File: config.mk
export PLATFORM = sky130hd
export DESIGN_NAME = threshold_compress_ctrl
export DESIGN_NICKNAME = d
export VERILOG_FILES = /design/src/rtl/tnn_compress_pkg.sv /design/src/rtl/tc_word_packer.sv /design/src/rtl/threshold_compress_ctrl.sv
export SDC_FILE = /design/constraint.sdc
export NUM_CORES = 1
export LEC_CHECK = 0
export CORE_MARGIN = 5
export CORE_UTILIZATION = 44
export CTS_CLUSTER_DIAMETER = 200
export DETAILED_ROUTE_END_ITERATION = 10
export DONT_BUFFER_PORTS = 1
export RECOVER_POWER = 100
export SYNTH_ARGS = -nofsm -noshare
export SYNTH_HDL_FRONTEND = slang
export SYNTH_SLANG_ARGS = --single-unit
File: constraint.sdc
create_clock -name clk_i -period 6.1 [get_ports clk_i]
set_clock_uncertainty 0.15 [all_clocks]
set_input_delay 1.22 -clock clk_i [delete_from_list [all_inputs] [get_ports clk_i]]
set_output_delay 1.22 -clock clk_i [all_outputs]
set_load 0.05 [all_outputs]
File: src/rtl/tnn_compress_pkg.sv
// Shared constants and state encoding for the threshold-compressor sequencer.
package tnn_compress_pkg;

   localparam int          GROUP_SIZE     = 5;
   localparam int          BYTES_PER_WORD = 4;
   localparam logic [31:0] PAD_THR        = 32'h0001_FFFF;

   typedef enum logic [3:0] {
      TC_IDLE,
      TC_FETCH,
      TC_WAIT_THR,
      TC_WAIT_IN,
      TC_PAD,
      TC_CAPTURE,
      TC_STORE,
      TC_WAIT_ST,
      TC_DONE
   } tc_state_e;

endpackage

File: src/rtl/tc_word_packer.sv
// Packs encoded bytes into a 32-bit store word and tracks its byte-enable mask.
// Lane write and clear take effect on the next edge; no backpressure.
module tc_word_packer
   import tnn_compress_pkg::*;
(
   input  logic        i_clk,
   input  logic        i_rst_n,
   input  logic        i_clr,
   input  logic        i_wr,
   input  logic [7:0]  i_byte,
   output logic [31:0] o_word,
   output logic [3:0]  o_be,
   output logic        o_full
);

   logic [1:0]  r_lane;
   logic [31:0] r_word;
   logic [3:0]  r_be;

   always_ff @(posedge i_clk or negedge i_rst_n) begin
      if (!i_rst_n) begin
         r_lane <= '0;
         r_word <= '0;
         r_be   <= '0;
      end else if (i_clr) begin
         r_lane <= '0;
         r_word <= '0;
         r_be   <= '0;
      end else if (i_wr) begin
         r_word[8*r_lane +: 8] <= i_byte;
         r_be[r_lane]          <= 1'b1;
         r_lane                <= r_lane + 2'd1;
      end
   end

   // High while the next write lands in the last lane of the word.
   assign o_full = (r_lane == 2'(BYTES_PER_WORD - 1));
   assign o_word = r_word;
   assign o_be   = r_be;

endmodule

File: src/rtl/threshold_compress_ctrl.sv
// Sequencer for one threshold compressor: fetches thresholds, streams activations,
// pads partial groups and stores packed code bytes over a single shared memory port.
module threshold_compress_ctrl
   import tnn_compress_pkg::*;
#(
   parameter int ADDR_WIDTH = 32,
   parameter int CNT_WIDTH  = 16
) (
   input  logic                  clk_i,
   input  logic                  rst_ni,
   input  logic                  start_i,
   input  logic [CNT_WIDTH-1:0]  n_act_i,
   input  logic [ADDR_WIDTH-1:0] thr_base_i,
   input  logic [ADDR_WIDTH-1:0] out_base_i,
   output logic                  busy_o,
   output logic                  done_o,
   input  logic                  in_valid_i,
   input  logic [31:0]           in_data_i,
   output logic                  in_ready_o,
   output logic                  mem_req_o,
   output logic                  mem_we_o,
   output logic [ADDR_WIDTH-1:0] mem_addr_o,
   output logic [3:0]            mem_be_o,
   output logic [31:0]           mem_wdata_o,
   input  logic                  mem_gnt_i,
   input  logic                  mem_rvalid_i,
   input  logic [31:0]           mem_rdata_i,
   output logic                  cmp_en_o,
   output logic [31:0]           cmp_data_o,
   output logic [31:0]           cmp_thr_o,
   input  logic [7:0]            cmp_byte_i
);

   localparam logic [CNT_WIDTH-1:0] ONE      = CNT_WIDTH'(1);
   localparam logic [2:0]           GRP_LAST = 3'(GROUP_SIZE - 1);

   tc_state_e             r_state, w_state_nxt;
   logic [CNT_WIDTH-1:0]  r_n, r_idx, r_word_idx;
   logic [2:0]            r_grp;
   logic [ADDR_WIDTH-1:0] r_thr_base, r_out_base;
   logic [31:0]           r_thr;
   logic                  r_done;
   logic                  w_clr, w_capture, w_full, w_all;
   logic [31:0]           w_pack;
   logic [3:0]            w_be;
   logic [ADDR_WIDTH-1:0] w_thr_addr, w_out_addr;

   assign w_thr_addr = r_thr_base + ADDR_WIDTH'({r_idx, 2'b00});
   assign w_out_addr = r_out_base + ADDR_WIDTH'({r_word_idx, 2'b00});
   assign w_all      = (r_idx == r_n);
   assign busy_o     = (r_state != TC_IDLE);
   assign done_o     = r_done;

   always_comb begin
      w_state_nxt = r_state;
      w_clr       = 1'b0;
      w_capture   = 1'b0;
      mem_req_o   = 1'b0;
      mem_we_o    = 1'b0;
      mem_addr_o  = '0;
      mem_be_o    = '0;
      mem_wdata_o = '0;
      in_ready_o  = 1'b0;
      cmp_en_o    = 1'b0;
      cmp_data_o  = '0;
      cmp_thr_o   = '0;
      case (r_state)
         TC_IDLE: if (start_i) begin
            w_clr       = 1'b1;
            w_state_nxt = (n_act_i != '0) ? TC_FETCH : TC_DONE;
         end
         TC_FETCH: begin
            mem_req_o  = 1'b1;
            mem_addr_o = w_thr_addr;
            if (mem_gnt_i) w_state_nxt = TC_WAIT_THR;
         end
         TC_WAIT_THR: if (mem_rvalid_i) w_state_nxt = TC_WAIT_IN;
         TC_WAIT_IN: begin
            in_ready_o = 1'b1;
            if (in_valid_i) begin
               cmp_en_o   = 1'b1;
               cmp_data_o = in_data_i;
               cmp_thr_o  = r_thr;
               if (r_grp == GRP_LAST)        w_state_nxt = TC_CAPTURE;
               else if (r_idx == r_n - ONE)  w_state_nxt = TC_PAD;
               else                          w_state_nxt = TC_FETCH;
            end
         end
         // Zero data against a +/-1 window encodes activation 0 and completes the group.
         TC_PAD: begin
            cmp_en_o  = 1'b1;
            cmp_thr_o = PAD_THR;
            if (r_grp == GRP_LAST) w_state_nxt = TC_CAPTURE;
         end
         TC_CAPTURE: begin
            w_capture   = 1'b1;
            w_state_nxt = (w_full || w_all) ? TC_STORE : TC_FETCH;
         end
         TC_STORE: begin
            mem_req_o   = 1'b1;
            mem_we_o    = 1'b1;
            mem_addr_o  = w_out_addr;
            mem_be_o    = w_be;
            mem_wdata_o = w_pack;
            if (mem_gnt_i) w_state_nxt = TC_WAIT_ST;
         end
         TC_WAIT_ST: if (mem_rvalid_i) begin
            w_clr       = 1'b1;
            w_state_nxt = w_all ? TC_DONE : TC_FETCH;
         end
         TC_DONE: w_state_nxt = TC_IDLE;
         default: w_state_nxt = TC_IDLE;
      endcase
   end

   always_ff @(posedge clk_i or negedge rst_ni) begin
      if (!rst_ni) begin
         r_state    <= TC_IDLE;
         r_n        <= '0;
         r_idx      <= '0;
         r_word_idx <= '0;
         r_grp      <= '0;
         r_thr_base <= '0;
         r_out_base <= '0;
         r_thr      <= '0;
         r_done     <= 1'b0;
      end else begin
         r_state <= w_state_nxt;
         r_done  <= (r_state == TC_DONE);
         case (r_state)
            TC_IDLE: if (start_i) begin
               r_n        <= n_act_i;
               r_thr_base <= thr_base_i & ~ADDR_WIDTH'(3);
               r_out_base <= out_base_i & ~ADDR_WIDTH'(3);
               r_idx      <= '0;
               r_word_idx <= '0;
               r_grp      <= '0;
            end
            TC_WAIT_THR: if (mem_rvalid_i) r_thr <= mem_rdata_i;
            TC_WAIT_IN: if (in_valid_i) begin
               r_idx <= r_idx + ONE;
               r_grp <= r_grp + 3'd1;
            end
            TC_PAD:     r_grp <= r_grp + 3'd1;
            TC_CAPTURE: r_grp <= '0;
            TC_WAIT_ST: if (mem_rvalid_i) r_word_idx <= r_word_idx + ONE;
            default: ;
         endcase
      end
   end

   tc_word_packer u_packer (
      .i_clk   (clk_i),
      .i_rst_n (rst_ni),
      .i_clr   (w_clr),
      .i_wr    (w_capture),
      .i_byte  (cmp_byte_i),
      .o_word  (w_pack),
      .o_be    (w_be),
      .o_full  (w_full)
   );

endmodule

==> summary.md <==
| Metric | Value |
|---|---|
| Count of max-cap constraint violations | 5 |
| Routability Congestion | 0.8932 |
| Initial antenna violation count | 1 |
| CTS tree | done |
| Post-synth cell types | 63 |
| Hold WC Path Type | in -> async |
| Place WS | 1.213 ns |
| Root Driver | clkbuf_16 |
| Setup TNS | 0 ns |
| Commonest cells post-synth | 297 x nand2_1, 186 x dfrtp_1, 96 x nor2_1, 63 x xnor2_1, 54 x a21oi_1 |
| Pin count of the biggest net entering global routing | 187 |
| Vias per cell | 5.548 |
| Seq. cell area | 0.004654 mm2 |
| Row cnt | 58 |
| Async S/R FF share, synth | 100.0% |
| Num Clock Sinks | 186 |
| Core Area | 0.02511 mm2 |
| Via count | 9043 |
| Syn. warnings | 0 |
| Die area | 0.02872 mm2 |
| Worst Slack Setup Final | 0.6511 ns |
| Final min period | 5.449 ns |
| Vias in the first global route | 9170 |
| Overall Global Routing Usage | 21.44% |
| Number of iterations in the first detailed-routing pass | 4 |
| Leakage power | 5.718 nW |
| Die height | 169.5 um |
| Most common cell in the netlist | nand2_1 |
| CTS Buffer Depth | 2 |
| Final period utilization | 89.33% |
| Final Max Slew Viols | 252 |
| Sequential share of the synthesized area | 41.60% |
| WP data arrival | 4.08 ns |
| # DRC | 0 |
| Post-synth EDFFs | 0 |
| CP Data Required Time | 4.73 ns |
| Slew margin rel. | -29.03% |
| PortBufs | 0 |
| Cts bufs inserted | 17 |
| Post-DP HPWL | 22.67 mm |
| CP max stage delay | 0.62 ns |
| R2r startpoint | r_state[0] |
| Layout cells sized above 1 | 7.467% |
| Worst Reg2Reg Path Length in Cells | 5 |
| Worst setup SP type | flop |
| I/O pin count | 296 |
| CP Max Fanout | 7 |
| Fin util | 48.67% |
| Violated checks | max-capacitance violations, max-slew violations |
| Cell Pwr Density | 445.4 mW/mm2 |
| Seq cells post-synth | 186 |
| Final wirelength | 30.87 mm |
| CP Capture Type | output port |
| Setup Buffers After CTS | 0 |
| CP Cell Sequence | ha_1 -> fa_1 -> a211oi_1 -> nor2_1 -> o21ai_0 -> o211ai_1 -> a21oi_1 -> nor3_1 -> xnor2_1 -> o22ai_1 -> clkbuf_2 |
| Maximum vdd drop | 0.0001962 V |
| Unrepaired setup endpoints after global routing | false |
| Starting DRT DRC Count | 569 |
| Synthesized area | 0.01119 mm2 |
| Fill cells | 2508 |
| Worst slew pin tran | 1.935 ns |
| Worst R2R Setup Slack | 1.11 ns |
| FF-to-FF End | r_out_base[4] |
| Setup violations, final | 0 |
| First-pass GRT wire length | 49.66 mm |
| CTS resizes | 0 |
| Total congestion overflow | 0 |
| Status | complete, but fails checks |
| Critical path class | reg -> out |
| CTS H-Tree Depth | 4 |
| Final nets | 1491 |
| Syn Inst Count | 1290 |
| Post-synth top area share | 41.60% |
| Area leader, netlist | dfrtp_1 |
| Primary FF master, synth | dfrtp_1 |
| Clk Latency, worst-skew pair | 0.44 ns |
| CP max-delay cell | a21oi_1 |
| Layout area overhead | 9.214% |
| Area of the multi-input gates | 0.006243 mm2 |
| Cts hold-fix bufs | 0 |
| Top area cells in the synthesized netlist | dfrtp_1 42%, nand2_1 10%, ha_1 5.0% |
| Tot Pwr | 5.443 mW |
| Fmax | 0.1835 GHz |
| Die X-Extent | 169.5 um |
| Initial Util | 44.56% |
| Syn Area/Cell | 8.674 um2 |
| Clock transition at the registers of the reported paths | 0.09 ns |
| Routed WL per cell | 18.94 um |
| Hold Violations, Final | 0 |
| Routed Antenna Nets | 0 |
-- where the power goes --
group	internal (mW)	leakage, nW	switching (mW)
logic	0.749	2.99	1.51
clock network	0.592	0.316	0.639
registers	1.60	2.41	0.356
total	2.94	5.72	2.50
-- cells in the final DEF (no fill, tap or decap), drive strengths merged, types with 10 or more instances in the layout --
cell	netlist	routed
dfrtp	186	186
o21ai	39	39
nand3	37	37
mux2	35	35
a22o	12	12
nor2	96	96
o22ai	26	26
a21o	22	22
xnor2	63	63
clkbuf	52	47
and2	50	50
nand4	14	14
ha	45	45
inv	20	32
nand2	297	297
and3	50	50
nor2b	14	14
xor2	37	37
nand2b	10	10
a21oi	54	54
nor3	22	22
-- routing by layer --
metal | track usage, % | share of wire [%]
met5 | 0 | 0
met4 | 5.425 | 1.8
met3 | 4.822 | 5.2
met2 | 36.71 | 50
met1 | 27.68 | 43
-- sequential cells by signal, summed over array words and instances (netlist names), 3 cells and up --
| register | count |
|---|---|
| r_thr | 32 |
| u_packer.o_be | 4 |
| r_state | 4 |
| r_word_idx | 16 |
| r_thr_base | 30 |
| r_grp | 3 |
| r_idx | 16 |
| r_n | 16 |
| r_out_base | 30 |
| u_packer.o_word | 32 |
-- logic make-up after synthesis --
kind of cell,Yosys count,share of synthesized area [%]
adder cells (fa/ha/maj),47,5.390
other,1,0.03351
AO/OA/AOI/OAI,205,11.86
flip-flops,186,41.60
multiplexers,41,4.059
buffers and inverters,81,2.807
XOR/XNOR,100,7.827
AND/OR/NAND/NOR,629,26.42
-- worst max-delay path by stage --
| stage | start | slack (ns) | to | cells past startpoint |
|---|---|---|---|---|
| floorplan | r_idx[0] | 1.43 | mem_addr_o[24] | 10 |
| global placement | r_idx[0] | 1.20 | mem_addr_o[24] | 11 |
| detailed placement | r_idx[0] | 1.21 | mem_addr_o[24] | 11 |
| CTS | r_idx[0] | 0.70 | mem_addr_o[24] | 11 |
| global route | r_idx[0] | 0.29 | mem_addr_o[20] | 11 |
| finish | r_idx[0] | 0.65 | mem_addr_o[24] | 11 |
-- through the flow --
stage | hold WS [ns] | instances | cell area [um2]
6_report | 0.3234 | 1630 | 12220
5_1_grt | 0.2977 | 1630 | 12220
2_1_floorplan | 0.2997 | 1291 | 11190
4_1_cts | 0.3041 | 1629 | 12340
3_5_place_dp | 0.3189 | 1597 | 11680
3_3_place_gp | 0.3179 | 1597 | 11680
-- worst max-delay path: cells and delay by family (launching register included) --
| kind | cells | cell delay [ns] |
|---|---|---|
| xor gates and xnor gates | 1 | 0.16 |
| DFF | 1 | 0.46 |
| AOI/OAI and AO/OA | 5 | 1.74 |
| buffers and inverters | 1 | 0.31 |
| and+or+nand+nor | 2 | 0.27 |
| adders and majority gates | 2 | 0.70 |
-- area by class of cell --
class / instances / area share, %
multi-input cells: 1024 / 51.09
flip-flops and latches: 186 / 38.09
inverters: 20 / 0.6143
well taps: 330 / 3.379
diodes: 1 / 0.02048
repair buffers: 37 / 1.433
clock buffers: 17 / 3.481
clock inverters: 15 / 1.894
No activity file was read; power rests on OpenSTA's default activity.
